**config.mk**
```make
export PLATFORM = sky130hd
export DESIGN_NAME = pc_sequencer
export DESIGN_NICKNAME = d
export VERILOG_FILES = /design/src/rtl/pc_sequencer.sv
export SDC_FILE = /design/constraint.sdc
export NUM_CORES = 1
export LEC_CHECK = 0
export ABC_AREA = 1
export CORE_MARGIN = 2
export CORE_UTILIZATION = 46
export CTS_CLUSTER_DIAMETER = 80
export DETAILED_ROUTE_END_ITERATION = 10
export HOLD_SLACK_MARGIN = 0.1
export PLACE_DENSITY = 0.93
export SETUP_SLACK_MARGIN = 0.02
export SLEW_MARGIN = 20
export SYNTH_ARGS = -nofsm -noshare
export SYNTH_HDL_FRONTEND = slang
export SYNTH_SLANG_ARGS = --single-unit
```
**constraint.sdc**
```tcl
create_clock -name clk -period 2.6 [get_ports clk]
set_clock_uncertainty 0.15 [all_clocks]
set_input_delay 0.65 -clock clk [delete_from_list [all_inputs] [get_ports clk]]
set_output_delay 0.65 -clock clk [all_outputs]
set_load 0.02 [all_outputs]
```
**src/rtl/pc_sequencer.sv**
```systemverilog
// pc_sequencer
//    Control sequencer for a tiny accumulator machine.  Each instruction is
//    walked through FETCH -> DECODE -> EXEC, one cycle each.  Opcode 4'hF
//    parks the machine in HALT, and only reset leaves that state.
//
// Ports
//    clk       single clock, all state updates on the rising edge
//    reset     synchronous, active-high; forces IDLE and clears retired
//    start     leaves IDLE for FETCH; ignored in every other state
//    pc_q      current program counter value
//    instr     instruction register contents, [7:4] opcode, [3:0] operand
//    zero      accumulator-zero flag from the ALU
//    pc_next   value loaded into the program counter every clock
//    mem_rd    program memory read strobe (addressed by pc_q)
//    ir_load   instruction register capture strobe
//    acc_load  accumulator write strobe
//    alu_sub   ALU subtract select, meaningful only while acc_load=1
//    out_load  output register write strobe
//    busy      high in FETCH, DECODE and EXEC
//    halted    high in HALT
//    retired   saturating count of executed instructions
module pc_sequencer (
   input  logic       clk,
   input  logic       reset,
   input  logic       start,
   input  logic [3:0] pc_q,
   input  logic [7:0] instr,
   input  logic       zero,
   output logic [3:0] pc_next,
   output logic       mem_rd,
   output logic       ir_load,
   output logic       acc_load,
   output logic       alu_sub,
   output logic       out_load,
   output logic       busy,
   output logic       halted,
   output logic [7:0] retired
);

   localparam logic [2:0] ST_IDLE   = 3'd0;
   localparam logic [2:0] ST_FETCH  = 3'd1;
   localparam logic [2:0] ST_DECODE = 3'd2;
   localparam logic [2:0] ST_EXEC   = 3'd3;
   localparam logic [2:0] ST_HALT   = 3'd4;

   localparam logic [3:0] OP_LDA = 4'h1;
   localparam logic [3:0] OP_ADD = 4'h2;
   localparam logic [3:0] OP_SUB = 4'h3;
   localparam logic [3:0] OP_OUT = 4'h4;
   localparam logic [3:0] OP_JMP = 4'h5;
   localparam logic [3:0] OP_JZ  = 4'h6;
   localparam logic [3:0] OP_HLT = 4'hF;

   logic [2:0] state_q, state_d;
   logic [7:0] retired_q, retired_d;

   logic [3:0] opcode;
   logic [3:0] operand;

   assign opcode  = instr[7:4];
   assign operand = instr[3:0];
   assign retired = retired_q;

   // Next-state logic.  start only matters in IDLE; HALT is a sink.
   always_comb begin
      state_d = state_q;
      case (state_q)
         ST_IDLE:   if (start) state_d = ST_FETCH;
         ST_FETCH:  state_d = ST_DECODE;
         ST_DECODE: state_d = (opcode == OP_HLT) ? ST_HALT : ST_EXEC;
         ST_EXEC:   state_d = ST_FETCH;
         ST_HALT:   state_d = ST_HALT;
         default:   state_d = ST_IDLE;
      endcase
   end

   // Retired counter: one count per EXEC cycle, sticking at 255.
   // HLT never reaches EXEC, so it is never counted.
   always_comb begin
      retired_d = retired_q;
      if ((state_q == ST_EXEC) && (retired_q != 8'hFF))
         retired_d = retired_q + 8'd1;
   end

   always_ff @(posedge clk) begin
      if (reset) begin
         state_q   <= ST_IDLE;
         retired_q <= 8'd0;
      end else begin
         state_q   <= state_d;
         retired_q <= retired_d;
      end
   end

   // Output decode from the registered state only, so start never reaches
   // a strobe combinationally.  Reset overrides everything in its own cycle
   // so an instruction caught mid-EXEC issues no strobe.
   always_comb begin
      pc_next  = pc_q;
      mem_rd   = 1'b0;
      ir_load  = 1'b0;
      acc_load = 1'b0;
      alu_sub  = 1'b0;
      out_load = 1'b0;
      busy     = 1'b0;
      halted   = 1'b0;
      case (state_q)
         ST_FETCH: begin
            mem_rd  = 1'b1;
            ir_load = 1'b1;
            pc_next = pc_q + 4'd1;
            busy    = 1'b1;
         end
         ST_DECODE: begin
            busy = 1'b1;
         end
         ST_EXEC: begin
            busy = 1'b1;
            case (opcode)
               OP_LDA, OP_ADD: acc_load = 1'b1;
               OP_SUB: begin
                  acc_load = 1'b1;
                  alu_sub  = 1'b1;
               end
               OP_OUT: out_load = 1'b1;
               OP_JMP: pc_next = operand;
               OP_JZ:  if (zero) pc_next = operand;
               default: ;
            endcase
         end
         ST_HALT: begin
            halted = 1'b1;
         end
         default: ;
      endcase
      if (reset) begin
         pc_next  = 4'd0;
         mem_rd   = 1'b0;
         ir_load  = 1'b0;
         acc_load = 1'b0;
         alu_sub  = 1'b0;
         out_load = 1'b0;
         busy     = 1'b0;
         halted   = 1'b0;
      end
   end

endmodule

```
==> results of run 1 <==
==> critical path: stages <==
cell and delay (ns):
dlygate4sd2_1 0.28, ha_2 0.33, o22ai_1 0.07, nor2_1 0.14
nand2_1 0.09, inv_1 0.07, buf_6 0.11
==> per-layer routing <==
layer | vias to the layer above | track usage (%)
li1 | 583 | -
met1 | 514 | 27.2
met2 | 61 | 50.7
met3 | 12 | 5.66
met4 | 0 | 17.8
met5 | - | 0
==> metrics by stage <==
stage / util (%) / hold slack [ns]
2_1_floorplan: - / 0.363
3_3_place_gp: 75.4 / 0.352
3_5_place_dp: 75.4 / 0.362
4_1_cts: 78.7 / 0.374
5_1_grt: 79.5 / 0.409
6_report: 79.5 / 0.380
==> area by class of cell <==
type / count / share of cell area, %
Clock buffer: 3 / 1.61
Clock inverter: 1 / 0.357
Inverter: 21 / 5.80
Multi-Input combinational cell: 117 / 43.4
Sequential cell: 11 / 15.7
Tap cell: 25 / 2.23
Timing Repair Buffer: 48 / 30.9
==> logic make-up (layout without fill, tap and decap cells) <==
group                    Yosys count  count (layout)  synth area share [%]
flip-flops                        11              11                  24.9
AO/OA/AOI/OAI                     13              13                  7.65
AND/OR/NAND/NOR                   98              98                  49.7
XOR/XNOR                           4               4                  3.97
adder cells (fa/ha/maj)            2               2                  2.83
buffers and inverters             24              73                  10.9
==> path summary, 6_finish.rpt <==
path                                   end  slack, ns  cells after the start
worst min-delay path            retired[3]       0.38                      2
worst min register to register  retired[3]       0.38                      2
worst max-delay path            pc_next[1]       0.05                      7
worst max register to register  retired[0]       1.11                      8
==> registers in the layout, indices dropped and copies added, names as in the netlist <==
signal,cells
state_q,3
retired,8
==> power groups by stage <==
stage	clock, µW	combinational, µW	sequential (µW)
2_1_floorplan	0	122	192
3_3_place_gp	0	208	190
3_5_place_dp	0	217	191
4_1_cts	124	218	188
5_1_grt	130	245	189
6_report	119	227	188
==> cells in the final DEF (no fill, tap or decap), drive strengths merged <==
cell           instances
clkdlybuf4s50         13
xnor2                  1
inv                   21
dlymetal6s2s           1
nand2                 43
buf                   20
o21ai                  5
o22ai                  2
clkdlybuf4s15          5
a21oi                  6
nor4                   2
nor3                   3
nand4                  2
dfxtp                 11
dlygate4sd2            8
nand3                 15
clkinv                 1
xor2                   3
nor2                  33
ha                     2
clkbuf                 4
==> repair_timing <==
| item | in CTS | in global routing |
|---|---|---|
| setup buffers | 2 | 0 |
| endpoints found under the setup margin | 11 | 5 |
| gates resized for setup | 68 | 10 |
| pin swaps | 6 | 4 |
==> Yosys cell counts (all sizes together) <==
cell,count
xnor2,1
o21ai,5
nor2,33
ha,2
nor4,2
o22ai,2
a21oi,6
nand2,43
dfxtp,11
clkbuf,2
nand3,15
buf,1
nand4,2
nor3,3
inv,21
xor2,3
==> results.py, run 1 <==
metrics = {
    "cells_and_area": {
        "regArea_um2": 220,
        "instances_no_fill": 226,
        "fin_area_um2": 1400,
        "antenna_cells": 0,
        "num-fill-cells": 134,
        "multiInputGateArea_um2": 609,
        "nets": 220,
        "area_delta_synth_final_pct": 58.8,
        "drive_above_1_share_pct": 25.4,
    },
    "timing": {
        "fin_crit_ns": 2.55,
        "fmax_ghz": 0.392,
        "fin_crit_sh_pct": 98.2,
        "rsz0062_at_grt": "true",
        "setup_violations": 0,
        "fin_tns_setup_ns": 0,
        "setup_slack_ns": 0.0465,
        "drv_slew": 0,
        "slew-limit-headroom_pct": 81.5,
        "hold_violations": 0,
        "tightest_slew_ns": 0.278,
    },
    "cts": {
        "cts_root_buf": "clkbuf_4",
        "cts_tree": "done",
        "clk_latency_ns": 0.28,
        "clk_pin_slew_ns": 0.07,
        "htreeDepth": 1,
        "numCtsBuffers": 3,
        "clock_path_buffers": 2,
        "cts_sinks": 11,
        "ctsHoldBuffers": 0,
    },
    "routing": {
        "viasPerCell": 5.18,
        "drt-initial-drc-count": 25,
        "highest-signal-layer": "met4",
        "wl_um": 2710,
        "ant_nets": 0,
        "num_vias": 1170,
        "wl_met2_um": 1450,
        "wl_per_cell_um": 12.0,
        "routedLengthMet1_um": 1000,
        "post-route-drc-count": 0,
        "wl_met3_um": 161,
        "dr.pass1.iters": 4,
    },
    "yosys": {
        "ys_seq_elements": 11,
        "synthCells": 152,
        "synth_nets": 170,
        "yosysTopAreaCellShare_pct": 24.9,
        "synth_area_leader_cell": "dfxtp_1",
        "synth_seq_area_share_pct": 24.9,
        "ys_warn_count": 0,
        "synth.avg_cell_area_um2": 5.81,
        "syn-cell-area_um2": 883,
        "synthDistinctLibCells": 23,
        "synthTopCellsByArea": "dfxtp_1, nand2_1, nor2_1",
    },
    "hold_path": {
        "hp-start": "retired[3]",
        "hp-class": "register to register",
    },
    "worst_setup_path": {
        "startpoint": "pc_q[0]",
        "cp_max_fo": 3,
        "reg2reg_from": "retired[1]",
        "endpoint_kind": "primary output",
        "cp-start-kind": "input pin",
        "cp.required_ns": 1.80,
        "critPathKind": "input pin to primary output",
        "arrival_ns": 1.75,
    },
    "power": {
        "pwr-share-seq_pct": 35.2,
        "switching_share_pct": 38.3,
        "finalPower_uw": 534,
        "power.internal_uw": 329,
        "power_frac_comb_pct": 42.5,
        "p_clk_share_pct": 22.3,
        "peakVddDrop_uv": 336,
        "switchingPower_uw": 205,
        "leakage_uw": 0.000655,
        "power_density_nw_per_um2": 381,
    },
    "placement": {
        "portBuffers": 34,
        "place_area_um2": 1330,
        "place_worst_setup_slack_ns": -0.677,
        "gp_congestion": 0.872,
        "post-dp-hpwl_um": 2090,
        "dp_cells": 220,
    },
    "global_route": {
        "grt_pass1_wl_um": 4360,
        "grt_usage_pct": 27.4,
        "grt_pass1_vias": 1122,
        "gr-total-overflow": 0,
        "grt_antenna_before_repair": 0,
        "grt_max_degree": 9,
    },
    "floorplanning": {
        "ios": 35,
        "start_util_pct": 50.1,
        "coreArea_um2": 1760,
        "die_h_um": 47.8,
        "die_w_um": 47.8,
        "rows": 15,
        "die_area_um2": 2290,
    },
    "status": {
        "status": "finished clean",
    },
    "run": {
        "maxCapViolations": 0,
    },
}
No activity file was read; power rests on OpenSTA's default activity.
==> inputs of run 2 (changes only) <==
- CAP_MARGIN: unset -> 20
==> results of run 2 <==
Final layout, timing and power as in run 1 (identical DEF).
==> inputs of run 3 (changes only) <==
- CELL_PAD_IN_SITES_DETAIL_PLACEMENT: unset -> 2
- CELL_PAD_IN_SITES_GLOBAL_PLACEMENT: unset -> 2
- CORE_UTILIZATION: 46 -> 22
- PLACE_DENSITY: 0.93 -> 0.92
==> run 3 against run 2 <==
Worst hold slack improved by 0.011 ns. Largest cell class unchanged. Die area is 98% higher. Design area up 3.2%. Critical endpoint unchanged. Worst setup slack got worse by 0.011 ns.
==> results.py, run 3 (synthesis results as in run 1) <==
metrics = {
    "worst_setup_path": {
        "crit_chain": "clkdlybuf4s15_1, nand2_2, inv_1, nor2_4, nand2_4, nand2_1, nand3_1, nand2_1, inv_1, buf_6",
        "cp-start-kind": "input pin",
        "critPathKind": "input pin to primary output",
        "r2r_slack_ns": 0.95,
        "arrival_ns": 1.76,
        "cp.required_ns": 1.80,
        "cp_max_fo": 5,
        "worstRegToRegCells": 8,
        "max_stage_delay_ns": 0.22,
        "slowest_stage": "clkdlybuf4s15_1",
        "endpoint_kind": "primary output",
        "reg2reg_from": "retired[0]",
        "r2r-end": "retired[7]",
    },
    "cells_and_area": {
        "area_delta_synth_final_pct": 63.9,
        "final_cell_mix": "nand2_1, nor2_1, buf_4",
        "fin_area_um2": 1450,
        "largest_reg_flops": 8,
        "drive_above_1_share_pct": 25.0,
        "antenna_cells": 0,
        "final_util_pct": 36.7,
        "nets": 223,
        "layout_commonest_cell": "nand2_1",
        "instances_no_fill": 254,
    },
    "placement": {
        "place_area_um2": 1370,
        "place_worst_setup_slack_ns": -0.749,
        "gp_congestion": 0.777,
        "portBuffers": 34,
        "post-dp-hpwl_um": 2750,
        "dp_cells": 246,
    },
    "floorplanning": {
        "rows": 23,
        "die_area_um2": 4540,
        "die_h_um": 67.4,
        "start_util_pct": 22.4,
        "die_w_um": 67.4,
        "ios": 35,
        "coreArea_um2": 3940,
    },
    "cts": {
        "clk_pin_slew_ns": 0.05,
        "cts_sinks": 11,
        "numCtsBuffers": 3,
        "htreeDepth": 1,
        "clk_latency_ns": 0.24,
        "clock_path_buffers": 2,
        "cts_tree": "done",
        "cts_root_buf": "clkbuf_8",
    },
    "hold_path": {
        "hold_depth": 2,
        "hp-start": "retired[3]",
        "holdPathEnd": "retired[3]",
        "hp-class": "register to register",
    },
    "status": {
        "status": "finished clean",
    },
    "power": {
        "leakage_uw": 0.000669,
        "peakVddDrop_uv": 307,
        "switchingPower_uw": 221,
        "finalPower_uw": 601,
        "power.internal_uw": 380,
        "power_density_nw_per_um2": 415,
        "pwr-share-seq_pct": 31.5,
        "power_frac_comb_pct": 38.8,
        "switching_share_pct": 36.8,
        "p_clk_share_pct": 29.6,
    },
    "routing": {
        "drt-initial-drc-count": 17,
        "dr.pass1.iters": 4,
        "num_vias": 1219,
        "viasPerCell": 4.80,
        "wl_um": 4080,
        "wl_per_cell_um": 16.0,
        "post-route-drc-count": 0,
        "ant_nets": 0,
    },
    "global_route": {
        "grt_pass1_vias": 1244,
        "grt_antenna_before_repair": 0,
        "grt_usage_pct": 17.6,
        "grt_max_degree": 9,
        "grt_pass1_wl_um": 5940,
        "gr-total-overflow": 0,
    },
    "timing": {
        "fin_crit_ns": 2.56,
        "rsz0062_at_grt": "true",
        "setup_violations": 0,
        "hold_violations": 0,
        "slew-limit-headroom_pct": 79.0,
        "setup_slack_ns": 0.0353,
        "fin_crit_sh_pct": 98.6,
        "tightest_slew_ns": 0.312,
        "drv_slew": 0,
        "fmax_ghz": 0.390,
    },
    "run": {
        "maxCapViolations": 0,
    },
}
-- run 3: critical path, delay by kind of cell --
family / cells / cell delay, ns
buffers and inverters: 4 / 0.46
AND/OR/NAND/NOR: 6 / 0.64
-- run 3: worst max path at each step --
stage | start | endpoint | slack, ns | cells after the start
final | instr[5] | pc_next[1] | 0.04 | 10
after floorplan | reset | mem_rd | 0.24 | 4
after CTS | instr[7] | pc_next[1] | 0.006 | 11
after global routing | instr[5] | pc_next[1] | -0.05 | 10
after detailed placement | instr[4] | pc_next[1] | -0.75 | 9
after global placement | pc_q[0] | pc_next[2] | -0.63 | 8
-- run 3: repair_timing --
action / in CTS / in global routing
hold buffers: 0 / 0
setup buffers: 3 / 2
pin swaps: 9 / 8
cloned: 0 / 0
gates resized for setup: 57 / 20
setup endpoints to repair: 11 / 6
-- run 3: final cells by class --
type                       count  area, µm²
fill                         480       2490
multi-input combinational    117        607
timing repair buffer          51        432
sequential                    11        220
inverter                      21       81.3
tap                           50       62.6
clock buffer                   4       45.0
-- run 3: per-stage QoR --
stage	hold slack (ns)	setup TNS, ns
2_1_floorplan	0.363	0
3_3_place_gp	0.367	-4.93
3_5_place_dp	0.386	-5.65
4_1_cts	0.395	0
5_1_grt	0.422	-0.0691
6_report	0.392	0
-- run 3: layer usage --
metal	track usage, %	routed length (µm)	share of wire [%]
met3	3.50	129	3.2
met1	20.6	1710	42
met4	5.87	81	2.0
met5	0	0	0
met2	31.7	2160	53
-- run 3: power groups by stage --
stage | registers [µW] | logic, µW | clock network, µW
after floorplan | 192 | 122 | 0
after global placement | 191 | 216 | 0
after detailed placement | 192 | 225 | 0
after CTS | 189 | 222 | 184
after global routing | 191 | 253 | 196
final | 190 | 234 | 178
